[config.mk]
export PLATFORM = sky130hd
export DESIGN_NAME = multicycle_control_fsm
export DESIGN_NICKNAME = d
export VERILOG_FILES = /design/src/rtl/multicycle_control_fsm.sv
export SDC_FILE = /design/constraint.sdc
export NUM_CORES = 1
export LEC_CHECK = 0
export CORE_ASPECT_RATIO = 1.25
export CORE_MARGIN = 1
export CORE_UTILIZATION = 43
export CTS_BUF_LIST = sky130_fd_sc_hd__clkbuf_4 sky130_fd_sc_hd__clkbuf_8 sky130_fd_sc_hd__clkbuf_16
export DETAILED_ROUTE_END_ITERATION = 7
export PLACE_DENSITY = 0.75
export SLEW_MARGIN = 20
export SYNTH_ARGS = -nofsm -noshare
export SYNTH_HDL_FRONTEND = slang
export SYNTH_SLANG_ARGS = --single-unit
[constraint.sdc]
create_clock -name clk -period 2.03 [get_ports clk]
set_clock_uncertainty 0.2 [all_clocks]
set_input_delay 0.406 -clock clk [delete_from_list [all_inputs] [get_ports clk]]
set_output_delay 0.406 -clock clk [all_outputs]
set_load 0.01 [all_outputs]
[src/rtl/multicycle_control_fsm.sv]
// Control sequencer for the multicycle RV32I core: steps the shared ALU and memory
// through fetch/decode/execute/memory/writeback and counts retired instructions.
module multicycle_control_fsm #(
  parameter int unsigned INSTRET_W = 32
) (
  input  logic                 clk,
  input  logic                 rst,
  input  logic [6:0]           op,
  input  logic [2:0]           funct3,
  input  logic                 funct7b5,
  input  logic                 zero,
  input  logic                 mem_ready,
  output logic                 PCWrite,
  output logic                 AdrSrc,
  output logic                 MemWrite,
  output logic                 IRWrite,
  output logic [1:0]           ResultSrc,
  output logic [1:0]           ALUSrcA,
  output logic [1:0]           ALUSrcB,
  output logic [1:0]           ImmSrc,
  output logic [2:0]           ALUControl,
  output logic                 RegWrite,
  output logic [INSTRET_W-1:0] instret,
  output logic                 halted
);

  typedef enum logic [3:0] {
    FETCH, DECODE, MEMADR, MEMREAD, MEMWB, MEMWRITE,
    EXECUTER, EXECUTEI, ALUWB, BEQ, JAL, HALT
  } state_t;

  localparam logic [6:0] OP_LW  = 7'b0000011;
  localparam logic [6:0] OP_SW  = 7'b0100011;
  localparam logic [6:0] OP_R   = 7'b0110011;
  localparam logic [6:0] OP_I   = 7'b0010011;
  localparam logic [6:0] OP_BEQ = 7'b1100011;
  localparam logic [6:0] OP_JAL = 7'b1101111;

  state_t      state, next_state;
  logic        retire;
  logic [2:0]  alu_op;
  logic        funct_ok;

  // ALU operation for R/I-type; unsupported funct3 is flagged so DECODE can halt.
  always_comb begin
    alu_op   = 3'b000;
    funct_ok = 1'b1;
    case (funct3)
      3'b000:  alu_op = (op == OP_R && funct7b5) ? 3'b001 : 3'b000;
      3'b010:  alu_op = 3'b101;
      3'b110:  alu_op = 3'b011;
      3'b111:  alu_op = 3'b010;
      default: funct_ok = 1'b0;
    endcase
  end

  always_ff @(posedge clk) begin
    if (rst) begin
      state   <= FETCH;
      instret <= '0;
    end else begin
      state <= next_state;
      if (retire) instret <= instret + INSTRET_W'(1);
    end
  end

  assign halted = (state == HALT);

  always_comb begin
    next_state = state;
    retire     = 1'b0;
    PCWrite    = 1'b0;
    AdrSrc     = 1'b0;
    MemWrite   = 1'b0;
    IRWrite    = 1'b0;
    ResultSrc  = 2'b00;
    ALUSrcA    = 2'b00;
    ALUSrcB    = 2'b00;
    ImmSrc     = 2'b00;
    ALUControl = 3'b000;
    RegWrite   = 1'b0;
    case (state)
      FETCH: begin
        ALUSrcB   = 2'b10;
        ResultSrc = 2'b10;
        IRWrite   = mem_ready;
        PCWrite   = mem_ready;
        if (mem_ready) next_state = DECODE;
      end
      DECODE: begin
        ALUSrcA = 2'b01;
        ALUSrcB = 2'b01;
        ImmSrc  = 2'b10;
        case (op)
          OP_LW, OP_SW: next_state = MEMADR;
          OP_R:         next_state = funct_ok ? EXECUTER : HALT;
          OP_I:         next_state = funct_ok ? EXECUTEI : HALT;
          OP_BEQ:       next_state = BEQ;
          OP_JAL:       next_state = JAL;
          default:      next_state = HALT;
        endcase
      end
      MEMADR: begin
        ALUSrcA    = 2'b10;
        ALUSrcB    = 2'b01;
        ImmSrc     = (op == OP_SW) ? 2'b01 : 2'b00;
        next_state = (op == OP_SW) ? MEMWRITE : MEMREAD;
      end
      MEMREAD: begin
        AdrSrc = 1'b1;
        if (mem_ready) next_state = MEMWB;
      end
      MEMWB: begin
        ResultSrc  = 2'b01;
        RegWrite   = 1'b1;
        retire     = 1'b1;
        next_state = FETCH;
      end
      MEMWRITE: begin
        AdrSrc   = 1'b1;
        MemWrite = 1'b1;
        if (mem_ready) begin
          retire     = 1'b1;
          next_state = FETCH;
        end
      end
      EXECUTER: begin
        ALUSrcA    = 2'b10;
        ALUControl = alu_op;
        next_state = ALUWB;
      end
      EXECUTEI: begin
        ALUSrcA    = 2'b10;
        ALUSrcB    = 2'b01;
        ALUControl = alu_op;
        next_state = ALUWB;
      end
      ALUWB: begin
        RegWrite   = 1'b1;
        retire     = 1'b1;
        next_state = FETCH;
      end
      BEQ: begin
        ALUSrcA    = 2'b10;
        ALUControl = 3'b001;
        PCWrite    = zero;
        retire     = 1'b1;
        next_state = FETCH;
      end
      JAL: begin
        ALUSrcA    = 2'b01;
        ALUSrcB    = 2'b10;
        PCWrite    = 1'b1;
        next_state = ALUWB;
      end
      HALT:    next_state = HALT;
      default: next_state = FETCH;
    endcase
    // Reset wins over any access in flight, including a pending store.
    if (rst) begin
      PCWrite  = 1'b0;
      IRWrite  = 1'b0;
      MemWrite = 1'b0;
      RegWrite = 1'b0;
    end
  end

endmodule
==> impl_metrics.csv <==
group,metric,value,unit
grt,grtUsageMet3,7.08,%
synthesis,synth_cells,280,
finish,final_cell_mix,"buf_4 (77), clkdlybuf4s50_1 (35), nor2_1 (32), dfxtp_1 (27), a21oi_1 (25)",
clock_tree,clkLatencyLatePin,300,ps
worst_hold_path,hold_start,"instret[27]$_SDFFE_PP0P_",
grt,grtUsageTotal,28.5,%
grt,antenna_found_initial,0,
clock_tree,cts.clk_slew.worst_paths,90,ps
worst_setup_path,required,1420,ps
grt,grt_max_degree,23,
finish,finalNonFillerCells,484,
synthesis,ys_warn_count,0,
synthesis,synth.top_cell.area_share,32.8,%
outcome,status,"finished, violations left",
pwr,vdd_drop_max,0.732,mV
floorplan,die-width,65.9,µm
grt,grt_pass1_wl,11.9,mm
route,wirelength,8.54,mm
route,initialDrtViolationCount,202,
floorplan,dieArea,5400,µm²
worst_setup_path,crit_arrival,1510,ps
place,routabilityCongestion,0.825,
pwr,leakage,1.55,nW
worst_setup_path,crit_buf_inv,2,
floorplan,initial_utilization,45.4,%
pwr,power.internal,0.00158,W
pwr,sequentialPowerShare,31.1,%
floorplan,fp.coreArea,4830,µm²
grt,grt_util_met1,33.4,%
grt,grt-busiest-layer,"met2",
worst_setup_path,ff2ff_path_depth,6,
floorplan,fp.dieH,81.9,µm
clock_tree,cts-root-buf,"clkbuf_8",
floorplan,num_rows,28,
pwr,clockPowerShare,22.7,%
grt,overflow,0,
finish,layout.nets,439,
synthesis,synth_enable_flop_cells,0,
worst_hold_path,hp-class,"register to register",
worst_setup_path,cp_slowest_cell,"dfxtp_4",
sta,fin_crit_sh,104,%
worst_setup_path,critPathLaunchType,"register",
route,antenna_left,0,
worst_setup_path,critical_path.max_stage_delay,380,ps
route,vias,2865,
worst_setup_path,reg2reg_to,"instret[30]$_SDFFE_PP0P_",
finish,area_delta_synth_final,73.7,%
synthesis,synth_ff_type,"dfxtp_1",
synthesis,ys_seq_area_share,32.8,%
clock_tree,cts_buffers,5,
finish,final_common_cell,"buf_4",
synthesis,syn_avg_cell_area,7.85,µm²
worst_setup_path,path_delay_family,"flip-flops",
synthesis,ys_ff_latch,36,
place,dp_hpwl,4.82,mm
synthesis,synth_async_sr_flop_share,0,%
floorplan,ios,64,
worst_setup_path,end_kind,"output pin",
pwr,combPwrFrac,46.2,%
pwr,p_total,0.00255,W
place,port_buffers,63,
worst_setup_path,crit_chain,"buf_8 > nand2_4 > a21boi_1 > o22a_1 > nor3_2 > buf_2",
worst_setup_path,r2r_slack,-30,ps
clock_tree,cts_sinks,36,
finish,fillers,329,
sta,fmax,0.472,GHz
synthesis,synth_top_cell_by_area,"dfxtp_1",
finish,antenna_cells,0,
route,wl_per_cell,17.6,µm
sta,slew_violations,0,
flow_run,maxCapViolations,0,
worst_setup_path,cp_max_fo,6,
route,vias_per_cell,5.92,
synthesis,synth.top_cells.by_area,"dfxtp_1 (33%), nor2_1 (6.0%), a21oi_1 (5.9%), xor2_1 (4.8%), nand2_1 (3.9%)",
worst_hold_path,whs_endpoint,"instret[27]$_SDFFE_PP0P_",
pwr,power_density,668,nW/µm²
clock_tree,cts_tree,"done",
synthesis,synth.cell_area,2200,µm²
sta,post-route-min-period,2120,ps
grt,grt_use_met2,48.4,%
clock_tree,clk_path_buf_depth,2,
worst_setup_path,crit_type,"register to output pin",
sta,rsz0062_at_grt,"true",
worst_setup_path,r2r_start,"state[0]$_SDFFE_PP0P_",
sta,hold_viol_final,0,
route,firstDrtPassIters,4,
synthesis,synth_fp_nets,296,
clock_tree,htreeDepth,2,
sta,slew_headroom,74.3,%
clock_tree,postCtsHoldBufs,0,
place,dp_cells,451,
grt,grt_pass1_vias,2610,
pwr,p_sw,0.000973,W
sta,setup_viol_count_final,7,
synthesis,yosysUniqueCellTypes,58,
sta,fin_ws,-90.4,ps
sta,worst_pin_slew,376,ps
worst_hold_path,whs_path_depth,2,
route,drc,0,
pwr,p_sw_share,38.2,%
outcome,violations,"setup timing",
finish,drive_gt1_share,42.5,%
==> cells by family after synthesis <==
family / count (synthesis) / share of synthesized area, %
AOI/OAI and AO/OA: 61 / 17.4
xor gates and xnor gates: 17 / 6.78
adders and majority gates: 1 / 0.569
buffers and inverters: 21 / 4.84
DFF: 36 / 32.8
muxes: 1 / 0.512
and+or+nand+nor: 143 / 37.1
==> cell type report <==
cell class | instances | area [µm²] | area share, %
Timing Repair Buffer | 149 | 1210 | 31.8
Inverter | 8 | 32.5 | 0.852
Sequential cell | 36 | 739 | 19.4
Clock buffer | 7 | 90.1 | 2.36
Tap cell | 60 | 75.1 | 1.97
Clock inverter | 1 | 7.51 | 0.197
Multi-Input combinational cell | 223 | 1660 | 43.4
==> worst max-delay path by stage <==
| stage | from | endpoint | cells after the start |
|---|---|---|---|
| after floorplan | instret[14]$_SDFFE_PP0P_ | instret[30]$_SDFFE_PP0P_ | 5 |
| after detailed placement | op[6] | ALUControl[0] | 6 |
| after global placement | op[6] | ALUControl[0] | 6 |
| final | state[3]$_SDFFE_PP0P_ | PCWrite | 6 |
| after CTS | funct7b5 | ALUControl[0] | 5 |
| after global routing | op[0] | state[2]$_SDFFE_PP0P_ | 12 |
==> stage by stage <==
stage | worst slack [ps] | instance area (µm²) | hold WS [ps] | util, % | TNS [ps]
6_report | -90.4 | 3820 | 310 | 79.0 | -266
5_1_grt | -134 | 3820 | 347 | 79.0 | -783
4_1_cts | -82.4 | 3570 | 305 | 73.8 | -120
3_5_place_dp | -793 | 3290 | 295 | 68.1 | -15770
3_3_place_gp | -771 | 3290 | 276 | 68.1 | -15000
2_1_floorplan | 4.20 | 2200 | 299 | - | 0
==> routing by layer <==
layer  vias up  wire length, µm
li1       1315                -
met1      1367             3280
met2       152             4370
met3        31              571
met4         0              313
met5         -                0
==> registers in the layout, indices dropped and copies added (netlist names) <==
name     count
state        4
instret     32
==> power by group through the flow <==
stage	logic, W	registers, W	clock network [W]
6_report	0.00118	0.000794	0.000579
5_1_grt	0.00125	0.000794	0.000615
4_1_cts	0.000959	0.000767	0.000566
3_5_place_dp	0.000927	0.000785	0
3_3_place_gp	0.000921	0.000781	0
2_1_floorplan	0.000449	0.000781	0
==> cells in the mapped netlist (all sizes together) (7+ instances only) <==
cell and n:
clkbuf 9, xor2 12, nand4 10, a21oi 26
nor3 9, nor2 36, or3 7, nand2 24
dfxtp 36, o21ai 14, inv 7, nand3 17
==> worst min-delay path, stage by stage, from the launching register on <==
cell and delay (ps):
dfxtp_1 350, o41ai_2 60, a21oi_1 60
==> timing repair <==
action / 4_1_cts / 5_1_grt
setup buffers: 18 / 7
hold endpoints to repair: 0 / 0
endpoints found under the setup margin: 34 / 25
pin swaps: 9 / 15
resized for setup: 112 / 66
(Power assumes the default switching activity.)
